==> src/rtl/ps2_color_ctrl.sv <==
// PS/2 set-2 scancode interpreter driving three saturating VGA colour channels.
// Optional build macro PS2_COLOR_TYPEMATIC_EN: typematic repeats of '=' / '-' keep ramping.
module ps2_color_ctrl #(
  parameter int WIDTH       = 10,
  parameter int STEP        = 100,
  parameter int INC         = 32,
  parameter int RESET_LEVEL = 0
) (
  input  logic             CLK_50,
  input  logic             Rst,
  input  logic [7:0]       iCode,
  input  logic             iCodeReady,
  output logic [WIDTH-1:0] oRed,
  output logic [WIDTH-1:0] oGreen,
  output logic [WIDTH-1:0] oBlue,
  output logic [1:0]       oSel,
  output logic [7:0]       oKey,
  output logic             oUpdate
);

  typedef enum logic [1:0] {S_IDLE, S_BRK, S_EXT, S_EXT_BRK} state_t;
  typedef enum logic [1:0] {OP_HOLD, OP_SET, OP_INC, OP_DEC} op_t;

  localparam logic [WIDTH-1:0] MAXV   = {WIDTH{1'b1}};
  localparam logic [WIDTH:0]   INC_W  = (WIDTH+1)'(INC);
  localparam logic [WIDTH-1:0] RST_LV = WIDTH'(RESET_LEVEL);

  // Saturating channel update, computed one bit wider than the channel.
  function automatic logic [WIDTH-1:0] next_level(input logic [WIDTH-1:0] cur,
                                                  input op_t op,
                                                  input logic [WIDTH-1:0] lvl);
    logic [WIDTH:0] t;
    t = '0;
    case (op)
      OP_SET:  return lvl;
      OP_INC: begin
        t = {1'b0, cur} + INC_W;
        return t[WIDTH] ? MAXV : t[WIDTH-1:0];
      end
      OP_DEC: begin
        t = {1'b0, cur} - INC_W;
        return t[WIDTH] ? '0 : t[WIDTH-1:0];
      end
      default: return cur;
    endcase
  endfunction

  function automatic int digit_of(input logic [7:0] c);
    case (c)
      8'h16: return 1;
      8'h1E: return 2;
      8'h26: return 3;
      8'h25: return 4;
      8'h2E: return 5;
      8'h36: return 6;
      8'h3D: return 7;
      8'h3E: return 8;
      8'h46: return 9;
      default: return 0;
    endcase
  endfunction

  logic             sync1_q, sync2_q, sync3_q;
  logic             rise;
  logic [7:0]       code_q;
  logic             code_vld_q;

  state_t           state_q;
  logic [7:0]       held_q;
  logic [7:0]       key_q;
  logic [1:0]       sel_q, sel_d;
  logic [WIDTH-1:0] red_q, green_q, blue_q;
  logic [WIDTH-1:0] red_d, green_d, blue_d;
  logic             upd_q;

  op_t              op;
  logic [WIDTH-1:0] lvl;
  logic             is_sel;
  logic [1:0]       sel_cmd;
  logic             make_vld;
  logic             repeat_key;
  logic             ramp_ok;
  logic             apply_en;
  logic             changed;

  assign rise = sync2_q & ~sync3_q;

  // Ready synchroniser and edge detect; code is captured on the detected edge.
  always_ff @(posedge CLK_50) begin
    if (Rst) begin
      sync1_q    <= 1'b0;
      sync2_q    <= 1'b0;
      sync3_q    <= 1'b0;
      code_vld_q <= 1'b0;
    end else begin
      sync1_q    <= iCodeReady;
      sync2_q    <= sync1_q;
      sync3_q    <= sync2_q;
      code_vld_q <= rise;
    end
  end

  always_ff @(posedge CLK_50) begin
    if (rise) code_q <= iCode;
  end

  always_comb begin
    op      = OP_HOLD;
    lvl     = '0;
    is_sel  = 1'b0;
    sel_cmd = sel_q;
    case (code_q)
      8'h2D: begin is_sel = 1'b1; sel_cmd = 2'd0; end
      8'h34: begin is_sel = 1'b1; sel_cmd = 2'd1; end
      8'h32: begin is_sel = 1'b1; sel_cmd = 2'd2; end
      8'h1C: begin is_sel = 1'b1; sel_cmd = 2'd3; end
      8'h45: begin op = OP_SET; lvl = MAXV; end
      8'h0E: begin op = OP_SET; lvl = '0; end
      8'h55: op = OP_INC;
      8'h4E: op = OP_DEC;
      default: begin
        if (digit_of(code_q) != 0) begin
          op  = OP_SET;
          lvl = WIDTH'(digit_of(code_q) * STEP);
        end
      end
    endcase
  end

  always_comb begin
    make_vld   = code_vld_q && (state_q == S_IDLE) &&
                 (code_q != 8'hF0) && (code_q != 8'hE0);
    repeat_key = (code_q == held_q);
`ifdef PS2_COLOR_TYPEMATIC_EN
    ramp_ok    = (op == OP_INC) || (op == OP_DEC);
`else
    ramp_ok    = 1'b0;
`endif
    apply_en   = make_vld && (!repeat_key || ramp_ok);

    sel_d   = sel_q;
    red_d   = red_q;
    green_d = green_q;
    blue_d  = blue_q;
    if (apply_en) begin
      if (is_sel) sel_d = sel_cmd;
      if (sel_q == 2'd0 || sel_q == 2'd3) red_d   = next_level(red_q,   op, lvl);
      if (sel_q == 2'd1 || sel_q == 2'd3) green_d = next_level(green_q, op, lvl);
      if (sel_q == 2'd2 || sel_q == 2'd3) blue_d  = next_level(blue_q,  op, lvl);
    end
    changed = (red_d != red_q) || (green_d != green_q) || (blue_d != blue_q);
  end

  // Decode FSM with registered colour, select, key and update outputs.
  always_ff @(posedge CLK_50) begin
    if (Rst) begin
      state_q <= S_IDLE;
      held_q  <= 8'h00;
      key_q   <= 8'h00;
      sel_q   <= 2'd0;
      red_q   <= RST_LV;
      green_q <= RST_LV;
      blue_q  <= RST_LV;
      upd_q   <= 1'b0;
    end else begin
      upd_q   <= changed;
      sel_q   <= sel_d;
      red_q   <= red_d;
      green_q <= green_d;
      blue_q  <= blue_d;
      if (code_vld_q) begin
        case (state_q)
          S_IDLE: begin
            if (code_q == 8'hF0)      state_q <= S_BRK;
            else if (code_q == 8'hE0) state_q <= S_EXT;
            else begin
              key_q  <= code_q;
              held_q <= code_q;
            end
          end
          S_BRK: begin
            if (code_q == held_q) held_q <= 8'h00;
            state_q <= S_IDLE;
          end
          S_EXT:   state_q <= (code_q == 8'hF0) ? S_EXT_BRK : S_IDLE;
          default: state_q <= S_IDLE;
        endcase
      end
    end
  end

  assign oRed    = red_q;
  assign oGreen  = green_q;
  assign oBlue   = blue_q;
  assign oSel    = sel_q;
  assign oKey    = key_q;
  assign oUpdate = upd_q;

endmodule

==> config.mk <==
export PLATFORM = sky130hd
export DESIGN_NAME = ps2_color_ctrl
export DESIGN_NICKNAME = d
export VERILOG_FILES = /design/src/rtl/ps2_color_ctrl.sv
export SDC_FILE = /design/constraint.sdc
export NUM_CORES = 1
export LEC_CHECK = 0
export BUFFER_PORTS_ARGS = -buffer_cell sky130_fd_sc_hd__buf_2
export CAP_MARGIN = 20
export CORE_MARGIN = 2
export CORE_UTILIZATION = 45
export DETAILED_ROUTE_END_ITERATION = 16
export PLACE_DENSITY_LB_ADDON = 0.05
export SLEW_MARGIN = 30
export SYNTH_ARGS = -nofsm -noshare
export SYNTH_HDL_FRONTEND = slang
export SYNTH_SLANG_ARGS = --single-unit
==> constraint.sdc <==
create_clock -name CLK_50 -period 8.7 [get_ports CLK_50]
set_input_delay 1.74 -clock CLK_50 [delete_from_list [all_inputs] [get_ports CLK_50]]
set_output_delay 1.74 -clock CLK_50 [all_outputs]
set_load 0.05 [all_outputs]
==> out/metrics.cfg <==
[global_routing]
grt_pass1_vias = 4016
grt_pass1_wl_um = 20900
grt_max_degree = 53
grt.overflow.total = 0
track_usage_pct = 25.8
antenna_found_initial = 0

[clock_tree]
cts_resized = 0
cts_buffers = 9
clkTransAtPathRegs_ns = 0.08
h-tree-depth = 3
clockBufferDepth = 2
cts_hold_buf = 0
post-cts-setup-buffers = 0
root_buffer = clkbuf_8
cts.sink_count = 63
tritoncts = yes
insertion_delay_ns = 0.35

[cells_and_area]
area_delta_synth_final_pct = 12.0
layout_common_cells = nand2_1, a21oi_1, dfxtp_1
fin_nets = 609
design_area_um2 = 4830
fill_cells = 948
n_antenna_cell = 0
drive_gt1_share_pct = 15.5
final_common_cell = nand2_1

[power_and_ir_drop]
ir_worst_vdd_v = 0.0000625
powerDensity_nw_per_um2 = 131
total_power_w = 0.000631
p_leak_nw = 1.96

[logic_synthesis]
yosys.area.top_type = dfxtp_1
synth_fa_ha_area_share_pct = 6.09
synth-xor-area-share_pct = 4.06
synth_top_family_by_area = compound AO/OA/AOI/OAI gates
synth_area_um2 = 4310
muxShareOfSynthArea_pct = 1.71
synth-simple-area-share_pct = 25.0
synthCells = 549
ys_warn_count = 0
synth_compound_area_share_pct = 26.9
ys.flop_type = dfxtp_1
synth.area.top_cells = dfxtp_1, a21oi_1, ha_1
synth-edff-count = 8
syn_area_per_cell_um2 = 7.86
ys_types = 75
synth_top_area_share_pct = 25.5
ys_seq_elements = 63
synth-seq-area-share_pct = 31.1
synth_nets = 581
ys_async_sr_fraction_pct = 0

[floorplan]
die_x_um = 102
core_um2 = 9280
dieHeight_um = 102
initial_utilization_pct = 46.5
ios = 52
placementRows = 35
die_area_um2 = 10400

[timing]
fin_skew_ns = 0.0121
setup_tns_ns = 0
fin_crit_sh_pct = 54.3
rsz0062_at_grt = no
holdWs_ns = 0.448
maxSlewViolCount = 0
finalWorstSetupSlack_ns = 3.98
tightest_slew_ns = 0.884
relSlewSlack_pct = 40.6
setup_viol = 0
min_period_ns = 4.72
fmax_ghz = 0.212
finalHoldViolCount = 0

[placed_design]
post-dp-hpwl_um = 9260
placed_area_um2 = 4580
gp_congestion = 0.880
dp_slack_ns = 4.03
port_buffers = 51

[outcome]
status = completed

[job]
max-cap-violations = 0

[setup_path]
crit_fanout = 18
reg2reg_depth = 13
critPathRequiredTime_ns = 8.96
regToRegStartpoint = code_q[5]
path_class = reg -> reg
setup.worst_path.start_class = flop
r2r-end = oUpdate
cp-end-kind = flop
cp.arrival_ns = 4.99
startpoint = code_q[5]
crit_end = oUpdate
ff2ff_setup_slack_ns = 3.98

[drt]
drc = 0
totalWireLength_um = 12900
wl_per_cell_um = 18.2
drt-initial-drc-count = 249
antenna_left = 0
first_pass_iters = 5
vias = 4331
viasPerCell = 6.09

[hold_path]
worst_hold_path_type = reg -> reg
hp-start = sync1_q

-- final cells by class --
class | count | area (um2) | area share, %
Multi-Input combinational cell | 433 | 2770 | 57.2
Sequential cell | 63 | 1340 | 27.8
Timing Repair Buffer | 52 | 265 | 5.49
Tap cell | 129 | 161 | 3.34
Clock buffer | 11 | 151 | 3.13
Clock inverter | 5 | 80.1 | 1.66
Inverter | 18 | 67.6 | 1.40
-- routing by layer --
layer  global-route usage (%)  vias to the layer above  part of all wire, %
met5                        0                        -                    0
met4                     10.9                        0                  3.1
met3                     2.94                       34                  6.2
met2                     40.4                      182                   44
met1                     36.0                     2029                   46
li1                         -                     2086                    -
-- metrics by stage --
step,util (%),std cells
global placement,49.4,695
detailed placement,49.4,695
global route,52.0,711
finish,52.0,711
CTS,51.9,711
floorplan,-,549
-- power breakdown --
group / switching (W) / internal (W) / leakage (nW)
logic: 0.0000172 / 0.00000912 / 1.33
registers: 0.00000543 / 0.000298 / 0.517
clock network: 0.000125 / 0.000177 / 0.112
total: 0.000148 / 0.000483 / 1.96
-- synth_stat cells, types with 5 or more instances --
cell and n:
nand2_1 65, o211ai_1 7, and2_1 5, nor2_1 47, edfxtp_1 8, and3_1 8
a21oi_1 56, o31ai_1 5, o21a_1 6, or3_1 5, a311oi_1 9, xnor2_1 16
o22ai_1 6, inv_1 18, clkbuf_1 26, a211oi_1 9, a31oi_1 8, nor2b_1 10
o21ai_0 23, nand2b_1 7, ha_1 21, nand3_1 21, buf_2 7, dfxtp_1 55
nor3_1 17
-- kinds of logic after synthesis --
logic type	Yosys count
compound gates	171
mux	7
buf+inv	53
flops	63
fa+ha+maj	21
simple gates	214
xor+xnor	20
-- state kept, by name, summed over array words and instances (netlist names), 2 cells and up --
signal,flops
oKey,8
oBlue,10
held_q,8
oSel,2
state_q,2
code_q,8
oRed,10
oGreen,10
-- worst max-delay path, stage by stage, from the launching register on --
cell and delay [ns]:
edfxtp_1 0.75, nor4bb_1 0.67, nand4_1 0.19, o211ai_1 0.26, inv_1 0.09, ha_1 0.22, a32oi_1 0.44, nand3_1 0.36
a211oi_4 0.73, inv_1 0.27, a211o_1 0.33, nand3_1 0.08, a21oi_1 0.06, a41oi_1 0.19
-- worst min path at each step --
| stage | to | slack, ns | cells after the start |
|---|---|---|---|
| 3_5_place_dp | sync2_q | 0.43 | 1 |
| 2_1_floorplan | sync2_q | 0.41 | 1 |
| 6_report | sync2_q | 0.45 | 1 |
| 5_1_grt | oKey[0] | 0.47 | 2 |
| 4_1_cts | sync2_q | 0.45 | 1 |
| 3_3_place_gp | sync2_q | 0.42 | 1 |
(Power assumes the default switching activity.)
